**src/rtl/fetch_stage_pkg.sv**
```systemverilog
// Shared definitions for the fetch stage of the ARM-subset pipelined core.
// Contents: default reset PC, NOP encoding, instruction width and the
// fetch-control state type.
package fetch_stage_pkg;

  localparam int unsigned INSTR_W      = 32;
  localparam logic [31:0] RESET_PC_DEF = 32'h0000_0000;
  localparam logic [31:0] NOP_INSTR    = 32'h0000_0000;

  typedef enum logic {
    BOOT,
    RUN
  } fetch_state_e;

endpackage

```
**src/rtl/fetch_stage_pc_register.sv**
```systemverilog
// Program-counter register with next-value selection.
// Ports:
//   clk       rising-edge clock
//   reset     asynchronous active-high reset, loads RESET_PC
//   load_i    1 = update the PC on this edge
//   branch_i  1 = next PC is target_i (word aligned), 0 = pc + 4
//   target_i  branch target byte address
//   pc_o      registered program counter
module fetch_stage_pc_register
  import fetch_stage_pkg::*;
#(
  parameter logic [31:0] RESET_PC = RESET_PC_DEF
) (
  input  logic        clk,
  input  logic        reset,
  input  logic        load_i,
  input  logic        branch_i,
  input  logic [31:0] target_i,
  output logic [31:0] pc_o
);

  logic [31:0] pc_q;
  logic [31:0] pc_d;

  // Low target bits are dropped so the PC is always word aligned.
  logic unused_target_lsbs;
  assign unused_target_lsbs = ^target_i[1:0];

  always_comb begin
    pc_d = pc_q + 32'd4;
    if (branch_i) pc_d = {target_i[31:2], 2'b00};
  end

  always_ff @(posedge clk or posedge reset) begin
    if (reset)       pc_q <= RESET_PC;
    else if (load_i) pc_q <= pc_d;
  end

  assign pc_o = pc_q;

endmodule

```
**src/rtl/fetch_stage.sv**
```systemverilog
// Instruction-fetch stage with the IF/ID pipeline register.
// Ports:
//   clk, reset    clock and asynchronous active-high reset
//   le            load enable from hazard unit (0 = stall)
//   br_taken      branch resolved taken in decode this cycle
//   br_target     branch target byte address
//   imem_data     instruction word read combinationally at imem_addr
//   imem_addr     truncated PC to instruction memory
//   pc            current fetch PC
//   id_instr      IF/ID instruction (NOP for bubbles)
//   id_pc         PC of id_instr
//   id_valid      1 = id_instr is a real fetched instruction
//   fetch_count   instructions accepted into IF/ID since reset
module fetch_stage
  import fetch_stage_pkg::*;
#(
  parameter logic [31:0] RESET_PC = RESET_PC_DEF,
  parameter int unsigned IMEM_AW  = 8
) (
  input  logic               clk,
  input  logic               reset,
  input  logic               le,
  input  logic               br_taken,
  input  logic [31:0]        br_target,
  input  logic [31:0]        imem_data,
  output logic [IMEM_AW-1:0] imem_addr,
  output logic [31:0]        pc,
  output logic [31:0]        id_instr,
  output logic [31:0]        id_pc,
  output logic               id_valid,
  output logic [15:0]        fetch_count
);

  fetch_state_e state_q, state_d;

  logic [INSTR_W-1:0] id_instr_q, id_instr_d;
  logic [31:0]        id_pc_q, id_pc_d;
  logic               id_valid_q, id_valid_d;
  logic [15:0]        count_q, count_d;
  logic               pc_load, pc_branch;
  logic [31:0]        pc_cur;

  fetch_stage_pc_register #(
    .RESET_PC (RESET_PC)
  ) u_pc (
    .clk      (clk),
    .reset    (reset),
    .load_i   (pc_load),
    .branch_i (pc_branch),
    .target_i (br_target),
    .pc_o     (pc_cur)
  );

  always_comb begin
    state_d    = state_q;
    id_instr_d = id_instr_q;
    id_pc_d    = id_pc_q;
    id_valid_d = id_valid_q;
    count_d    = count_q;
    pc_load    = 1'b0;
    pc_branch  = 1'b0;

    if (state_q == BOOT) begin
      // PC still holds RESET_PC here, so pc + 4 gives RESET_PC + 4.
      state_d    = RUN;
      pc_load    = 1'b1;
      id_instr_d = imem_data;
      id_pc_d    = RESET_PC;
      id_valid_d = 1'b1;
      count_d    = 16'd1;
    end else if (br_taken) begin
      // Redirect overrides a stall; the wrong-path slot becomes a bubble.
      pc_load    = 1'b1;
      pc_branch  = 1'b1;
      id_instr_d = NOP_INSTR;
      id_pc_d    = '0;
      id_valid_d = 1'b0;
    end else if (le) begin
      pc_load    = 1'b1;
      id_instr_d = imem_data;
      id_pc_d    = pc_cur;
      id_valid_d = 1'b1;
      count_d    = count_q + 16'd1;
    end
  end

  always_ff @(posedge clk or posedge reset) begin
    if (reset) begin
      state_q    <= BOOT;
      id_instr_q <= NOP_INSTR;
      id_pc_q    <= '0;
      id_valid_q <= 1'b0;
      count_q    <= '0;
    end else begin
      state_q    <= state_d;
      id_instr_q <= id_instr_d;
      id_pc_q    <= id_pc_d;
      id_valid_q <= id_valid_d;
      count_q    <= count_d;
    end
  end

  assign imem_addr   = pc_cur[IMEM_AW-1:0];
  assign pc          = pc_cur;
  assign id_instr    = id_instr_q;
  assign id_pc       = id_pc_q;
  assign id_valid    = id_valid_q;
  assign fetch_count = count_q;

endmodule

```
**config.mk**
```make
export PLATFORM = sky130hd
export DESIGN_NAME = fetch_stage
export DESIGN_NICKNAME = d
export VERILOG_FILES = /design/src/rtl/fetch_stage_pkg.sv /design/src/rtl/fetch_stage_pc_register.sv /design/src/rtl/fetch_stage.sv
export SDC_FILE = /design/constraint.sdc
export NUM_CORES = 1
export LEC_CHECK = 0
export CAP_MARGIN = 20
export CORE_UTILIZATION = 41
export CTS_CLUSTER_DIAMETER = 40
export DETAILED_ROUTE_END_ITERATION = 16
export PLACE_DENSITY = 0.88
export SYNTH_ARGS = -nofsm -noshare
export SYNTH_HDL_FRONTEND = slang
export SYNTH_SLANG_ARGS = --single-unit
```
**constraint.sdc**
```tcl
create_clock -name clk -period 4.4 [get_ports clk]
set_input_delay 1.32 -clock clk [delete_from_list [all_inputs] [get_ports clk]]
set_output_delay 1.32 -clock clk [all_outputs]
set_load 0.01 [all_outputs]
```
# ---- Word level (Yosys, flattened, before mapping)
# Index checks and enable logic that the tools add are counted.
dict set report totals {
  output_inout_bits 121
  ff_bits 114
  elab_cells 30
  inputBits 68
}
dict set report classes {
  reduce_logical 1
  n_addsub 2
  mux 18
  n_eq_ne 3
}
# op count
set ops {}
lappend ops {{$mux 32} 7}
lappend ops {{$mux 16} 3}
lappend ops {{$add 32x3->32 const B} 1}
lappend ops {{$add 16x1->16 const B} 1}
lappend ops {{$mux 1} 8}
lappend ops {{$ne 2x2->1 const B} 2}
lappend ops {{$ne 3x3->1 const B} 1}
lappend ops {{$reduce_and 2->1} 1}

# ---- Logic depth before layout (Yosys ltp)
dict set report depth {
  ltp_word 4
  depth_mapped 7
}

# ---- Hierarchy
# A second synthesis with hierarchy kept.
dict set report unflattened {
  hier_cells 506
  area_unflattened_um2 5465.2
}
# module seq_area_each_um2 cells_each instances area_per_inst_um2
set modules_own_cells {}
lappend modules_own_cells {fetch_stage 2052.0 247 1 3308.2}
lappend modules_own_cells {fetch_stage_pc_register 750.7 259 1 2157.1}

# ---- Least setup slack after synthesis
# No wires, ideal clock.
dict set report synth_timing {
  path_kind {input to register}
  from {input port le}
  to {register count_q[12], in the netlist fetch_count[12]}
  t_arrival_ns 2.480
  setup_time_ns 0.079
  slack_ns 1.842
  required_ns 4.321
  path_stages 5
  path_buffers 1
  path_cell_list {buf_2 -> nand3b_1 -> or3_1 -> or3_1 -> a21oi_1}
}
dict set report synth_between {
  elab_chain_cells 2
}
# item line_no
set synth_rtl {}
lappend synth_rtl {{start, declared} fetch_stage.sv:22} ;# input logic le,
lappend synth_rtl {{$ne 2x2->1 (no source line)} --}
lappend synth_rtl {{$reduce_and 2->1 (no source line)} --}
lappend synth_rtl {{end signal, assigned} fetch_stage.sv:99} ;# count_q <= count_d;
lappend synth_rtl {{end, declared} fetch_stage.sv:39} ;# logic [15:0] count_q, count_d;
# Every way passes these cells.
# A chain may end at the register's enable or synchronous reset.

# ---- Final worst setup path
dict set report layout_timing {
  from {input port br_taken}
  to {register u_pc.pc_q[23], in the netlist u_pc.pc_o[23]}
}
dict set report layout_between {
  elab_chain_cells 3
  word_cells_on_any_way 5
  classes_between {5 x mux}
}
# item line_no
set layout_rtl {}
lappend layout_rtl {{start, declared} fetch_stage.sv:23} ;# input logic br_taken,
lappend layout_rtl {{$mux 1} fetch_stage.sv:71} ;# end else if (br_taken) begin
lappend layout_rtl {{$mux 1} fetch_stage.sv:63} ;# if (state_q == BOOT) begin
lappend layout_rtl {{$mux 32} fetch_stage_pc_register.sv:31} ;# if (branch_i) pc_d = {target_i[31:2], 2'b00};
lappend layout_rtl {{end signal, assigned} fetch_stage_pc_register.sv:36} ;# else if (load_i) pc_q <= pc_d;
lappend layout_rtl {{end, declared} fetch_stage_pc_register.sv:22} ;# logic [31:0] pc_q;
# Several ways; a longest one is shown, not always the timed one.

==> results.json <==
{
  "netlist_instances": 504,
  "antenna_cells": 0,
  "cp_common_cell": "nand2_1",
  "nNetsFinal": 731,
  "drt_iter0_markers": 370,
  "dp.cells": 822,
  "cp_cell_sequence": "clkdlybuf4s50_1 -> nand2b_1 -> nand2_1 -> buf_4 -> nand2_1 -> nor2_1 -> a221oi_1",
  "cts-root-buf": "clkbuf_16",
  "holdPathEnd": "id_instr[17]$_DFFE_PP0P_",
  "grt_pass1_wl_um": 24720,
  "powerDensity_mw_per_mm2": 354.0,
  "clkTransAtPathRegs_ns": 0.07,
  "grtUsageTotal": 0.2397,
  "status": "finished clean",
  "syn_area_mm2": 0.005350,
  "synthMuxAreaShare": 0.01497,
  "maxSlewHeadroom": 0.3053,
  "finalSetupViolations": 0,
  "post-place-ws_ns": 0.8160,
  "fmax_ghz": 0.3070,
  "dr.pass1.iters": 5,
  "die-width_um": 116.2,
  "overflow": 0,
  "cp-start-kind": "primary input",
  "maxCapViolCount": 0,
  "cts_sinks": 111,
  "synth_xor_area_frac": 0.02783,
  "gr-max-usage-layer": "met2",
  "cp.arrival_ns": 3.49,
  "ys.warnings.count": 0,
  "post_cts_buffers": 0,
  "core-area_mm2": 0.01267,
  "gr-usage-met1": 0.3149,
  "finClkSkew_ns": 0.009453,
  "synth_seq_cells": 111,
  "start_util": 0.4222,
  "grt_use_met3": 0.04567,
  "hold_start": "id_instr[17]$_DFFE_PP0P_",
  "antenna_found_initial": 0,
  "viasPerCell": 5.848,
  "rr_worst_depth": 6,
  "worstReg2RegEnd": "u_pc.pc_o[30]$_DFFE_PP0P_",
  "cts_hold_buf": 0,
  "port_buffers": 182,
  "layout_common_cells": "clkdlybuf4s50_1, dfrtp_1, a22o_1",
  "ir_worst_vdd_uv": 209.4,
  "crit_fanout": 33,
  "r2r_start": "u_pc.pc_o[2]$_DFFE_PP0P_",
  "synth-compound-area-share": 0.2067,
  "hold_violations": 0,
  "met2_usage": 0.3755,
  "n_fill_cell": 1042,
  "cellLeakagePower_nw": 3.105,
  "fin_ws_ns": 1.143,
  "die_area_mm2": 0.01351,
  "antenna_left": 0,
  "gp_congestion": 0.8999,
  "yosysSeqAreaShare": 0.5192,
  "syn-mean-instance-area_um2": 10.62,
  "synth_top_family_by_area": "compound AO/OA/AOI/OAI gates",
  "tns_ns": 0,
  "required_ns": 4.63,
  "io_pins": 189,
  "cts_max_level": 3,
  "drive_gt1_frac": 0.06907,
  "cts_made_buffers": 9,
  "worst-setup-path-type": "primary input to flop",
  "grt_max_degree": 70,
  "first_global_vias": 4815,
  "hp-class": "flop to flop",
  "rsz0062_at_grt": "false",
  "row_count": 41,
  "cts_resized": 0,
  "drv_slew": 0,
  "syn_to_final_growth_pct": 40.34,
  "synth_cell_types": 54,
  "dp_hpwl_um": 11330,
  "post-route-period-util": 0.7402,
  "clockBufferDepth": 2,
  "post_drt_wl_per_cell_um": 18.94,
  "endpoint_kind": "flop",
  "rrSetupSlack_ns": 2.13,
  "synthSimpleGateAreaFrac": 0.1712,
  "whs_path_depth": 1,
  "dieHeight_um": 116.2,
  "clk_latency_ns": 0.35,
  "cts_tree": "done",
  "period_minus_slack_ns": 3.257,
  "tightestPinTransition_ns": 1.041,
  "final_common_cell": "clkdlybuf4s50_1",
  "drc_errors": 0,
  "vias": 4901,
  "synth-adder-area-share": 0.004677,
  "cpPeakStageDelay_ns": 0.74,
  "finalNonFillerCells": 838,
  "fin_total_pwr_w": 0.002658,
  "crit_path_top_delay_cell": "clkdlybuf4s50_1",
  "drt-total-wl_um": 15870
}
## cells in the mapped netlist, drive strengths merged
master / instances / share of area
dfrtp: 111 / 0.52
a22o: 62 / 0.10
nor2: 53 / 0.037
nand2: 34 / 0.026
buf: 25 / 0.032
clkbuf: 23 / 0.016
a21oi: 18 / 0.017
nand3: 14 / 0.015
nor3: 13 / 0.012
a211oi: 12 / 0.017
o21ai: 12 / 0.011
nand4: 11 / 0.016
xnor2: 10 / 0.016
and3: 9 / 0.011
a221oi: 8 / 0.015
and4: 8 / 0.014
inv: 8 / 0.0056
mux2i: 8 / 0.015
o22ai: 8 / 0.0094
or3: 7 / 0.0082
xor2: 7 / 0.011
nor4: 6 / 0.018
a31oi: 5 / 0.0058
nor2b: 4 / 0.0047
o221a: 4 / 0.0084
a311oi: 3 / 0.0049
and2: 3 / 0.0035
a22oi: 2 / 0.0028
a41oi: 2 / 0.0033
conb: 2 / 0.0014
ha: 2 / 0.0047
a2111o: 1 / 0.0021
a31o: 1 / 0.0016
a41o: 1 / 0.0019
nand2b: 1 / 0.0012
nand3b: 1 / 0.0014
nor4b: 1 / 0.0016
o221ai: 1 / 0.0016
o31ai: 1 / 0.0014
o32ai: 1 / 0.0016
or4: 1 / 0.0014
## where the power goes
group	total (W)	switching, W	internal [W]	leakage (nW)
clock	0.000767	0.000368	0.000399	0.132
sequential	0.00125	0.000143	0.00111	1.40
combinational	0.000640	0.000294	0.000346	1.57
## layout make-up
cell class / count / area (um^2) / share of cell area
tap: 172 / 215.2 / 0.02866
sequential: 111 / 2778 / 0.3699
inverter: 8 / 32.53 / 0.004333
multi-input combinational: 340 / 2305 / 0.3069
timing repair buffer: 191 / 1902 / 0.2533
clock buffer: 11 / 242.7 / 0.03233
clock inverter: 5 / 33.78 / 0.004499
## registers in the layout (all words and copies together) (netlist names)
register	count
id_instr	32
id_pc	31
u_pc.pc_o	30
fetch_count	16
id_valid	1
state_q	1
## worst max-delay path by stage
stage,cells past startpoint,slack [ns],startpoint,endpoint
floorplan,1,0.15,reset,fetch_count[0]$_DFFE_PP0P_
global placement,6,0.95,br_taken,fetch_count[13]$_DFFE_PP0P_
detailed placement,7,0.82,br_taken,u_pc.pc_o[23]$_DFFE_PP0P_
CTS,7,1.18,br_taken,u_pc.pc_o[23]$_DFFE_PP0P_
global route,7,1.00,br_taken,u_pc.pc_o[23]$_DFFE_PP0P_
finish,7,1.14,br_taken,u_pc.pc_o[23]$_DFFE_PP0P_
## per-layer routing
| layer | wire [um] | share of wire | vias up |
|---|---|---|---|
| met1 | 6669 | 0.42 | 2426 |
| li1 | - | - | 2181 |
| met3 | 1146 | 0.072 | 37 |
| met5 | 0 | 0 | - |
| met2 | 7632 | 0.48 | 257 |
| met4 | 420 | 0.026 | 0 |
## kinds of logic (layout without fill, tap and decap cells)
| group | after synthesis | after routing |
|---|---|---|
| and+or+nand+nor | 166 | 166 |
| muxes | 8 | 8 |
| DFF | 111 | 111 |
| buffers and inverters | 56 | 215 |
| adders and majority gates | 2 | 2 |
| AOI/OAI and AO/OA | 142 | 142 |
| other | 2 | 5 |
| xor gates and xnor gates | 17 | 17 |
## worst max-delay path: cells and delay by family
kind / cells / cell delay [ns]
AOI/OAI and AO/OA: 1 / 0.26
buffers and inverters: 2 / 1.08
and+or+nand+nor: 4 / 0.83
## per-stage QoR
step           utilization  area (um^2)  hold slack [ns]
3_3_place_gp        0.5708         7232           0.4866
3_5_place_dp        0.5708         7232           0.4915
4_1_cts             0.5926         7508           0.5119
2_1_floorplan            -         5361           0.5438
6_report            0.5926         7508           0.5060
5_1_grt             0.5926         7508           0.5175
Power figures use the tool's default switching activity.
==> edit (config.mk and constraints unchanged) <==
The parameter `IMEM_AW` goes from 8 to 7.
--- a/src/rtl/fetch_stage.sv
+++ b/src/rtl/fetch_stage.sv
@@ -16,5 +16,5 @@
 #(
   parameter logic [31:0] RESET_PC = RESET_PC_DEF,
-  parameter int unsigned IMEM_AW  = 8
+  parameter int unsigned IMEM_AW  = 7
 ) (
   input  logic               clk,
Interface: changed (resized imem_addr); port bits go from 189 to 188. The function was not compared with the original's and may differ.
==> edit against the unedited design <==
- non-clock buffer count stayed put
- fmax decreased by 4.9%
- sequential power barely moved
- combinational power fell by 2%
- critical endpoint is now u_pc.pc_o[10]
- design area about the same
- global-route usage is 0.60 points higher
- worst setup slack got worse by 170 ps
- sequential cell count is the same
- highest routed layer unchanged
- power grew 1.2%
- wire length up 1.4%
- clock power grew 5.3%
- final cell count did not move
- area after synthesis decreased by 0.14%
==> edit: results (changes against the unedited design) <==
[global_routing]
grt_pass1_vias=4977  ; was 4815
grt_pass1_wl_um=25400  ; was 24700 µm
antenna_found_initial=0  ; unchanged
grtUsageTotal_pct=24.6  ; was 24.0%
grt_max_degree=52  ; was 70

[place]
pre_cts_ws_ps=660  ; was 816 ps
port_buffers=181  ; was 182
gp_congestion=0.850  ; was 0.900
hpwl_um=11400  ; was 11300 µm

[detailed_routing]
wl_met2_um=7940  ; was 7630 µm
dr.max_layer_used=met4  ; unchanged
drtPass1Iterations=5  ; unchanged
wl_met3_um=1160  ; was 1150 µm
post_drt_wl_per_cell_um=19.2  ; was 18.9 µm
routed_via_density=5.83  ; was 5.85
wl_met1_um=6670  ; about the same
drt_iter0_markers=451  ; was 370

[synthesis]
synth_edf_count=0  ; unchanged
async_flop_share_pct=100  ; unchanged
synth-adder-area-share_pct=0.468  ; about the same
synth_ff_type=dfrtp_1  ; unchanged
synth-warning-count=0  ; unchanged
synth_xor_area_share_pct=2.79  ; was 2.78%
ys_top_cells_by_area=dfrtp_1 52%, a22o_1 10%, nor2_1 3.7%  ; unchanged
synth_common_cells=111 x dfrtp_1, 62 x a22o_1, 53 x nor2_1, 32 x nand2_1, 22 x clkbuf_1  ; unchanged
ys_seq_area_share_pct=52.0  ; was 51.9%
synth_cell_types=54  ; unchanged
synthMuxAreaShare_pct=1.50  ; about the same
synth_compound_area_share_pct=20.7  ; about the same

[setup_path]
r2r-start=state_q  ; was u_pc.pc_o[2]
crit_start=le  ; was br_taken
r2r_slack_ps=1570  ; was 2130 ps
cp_max_fo=20  ; was 33
cp_data_arrival_time_ps=3680  ; was 3490 ps

[clocking]
htreeDepth=3  ; unchanged
cts_buffers=9  ; unchanged
cts_resized=0  ; unchanged
insertion_delay_ps=360
cts_root_buf=clkbuf_16  ; unchanged
post_cts_buffers=0  ; unchanged
cts_hold_buf=0  ; unchanged
cts_buffer_depth=2  ; unchanged
path_clk_slew_ps=80

[finish]
largest_reg_flops=32  ; unchanged
drive_gt1_share_pct=7.21  ; was 6.91%
diodes=0  ; unchanged
finish.net_count=731  ; unchanged
layout_commonest_cell=clkdlybuf4s50_1  ; unchanged

[timing]
max_freq_ghz=0.292  ; was 0.307 GHz
fin_skew_ps=10.3  ; was 9.45 ps
slew-limit-headroom_pct=28.3  ; was 30.5%
fin_hold_ws_ps=503  ; was 506 ps

[pwr]
p_leak_nw=3.11  ; was 3.10 nW
vdd_drop_max_mv=0.189  ; was 0.209 mV

[hold_path]
hold_class=reg2reg  ; unchanged
min-delay-start=id_pc[24]  ; was id_instr[17]

[run_status]
outcome=finished clean  ; unchanged

edit: cell types whose count changed after synthesis, sizes merged:
cell,before,now
buf,25,24
edit: power breakdown:
part | switching (mW) | total, mW | internal (mW)
registers | 0.144 | 1.25 | 1.11
clock network | 0.398 | 0.808 | 0.410
logic | 0.289 | 0.630 | 0.341
edit: critical path, cell delays in order:
cell and delay (ps):
clkdlybuf4s50_1 740, nand2b_1 250, nand2_1 710, nand3_1 350, o22ai_1 240, a21oi_1 70
edit: per-layer routing:
layer | vias to the layer above | track usage, %
met4 | 0 | 11.6
li1 | 2181 | -
met2 | 262 | 40.1
met5 | - | 0
met1 | 2412 | 31.4
met3 | 27 | 5.14
edit: worst paths after layout:
check,depth (start not counted),endpoint
setup / recovery,6,u_pc.pc_o[10]
hold / removal,1,id_pc[24]
setup reg to reg,4,u_pc.pc_o[15]
hold reg to reg,1,id_pc[24]
max in group asynchronous,3,fetch_count[3]
min in group asynchronous,2,u_pc.pc_o[26]
edit: through the flow:
step / utilization, % / area (µm²) / std cells
2_1_floorplan: - / 5350 / 506
3_3_place_gp: 57.0 / 7220 / 822
3_5_place_dp: 57.0 / 7220 / 822
4_1_cts: 59.2 / 7510 / 838
5_1_grt: 59.2 / 7510 / 838
6_report: 59.2 / 7510 / 838
edit: final cells by class:
| class | instances | area, µm² |
|---|---|---|
| fill | 1036 | 5160 |
| sequential | 111 | 2780 |
| multi-input combinational | 340 | 2300 |
| timing repair buffer | 191 | 1890 |
| clock buffer | 10 | 239 |
| tap | 172 | 215 |
| clock inverter | 6 | 51.3 |
| inverter | 8 | 32.5 |
edit: logic make-up (layout without fill, tap and decap cells):
| logic type | count (synthesis) | after routing |
|---|---|---|
| xor+xnor | 17 | 17 |
| compound gates | 142 | 142 |
| buf+inv | 55 | 215 |
| mux | 8 | 8 |
| flops | 111 | 111 |
| other cells | 2 | 5 |
| simple gates | 166 | 166 |
| fa+ha+maj | 2 | 2 |
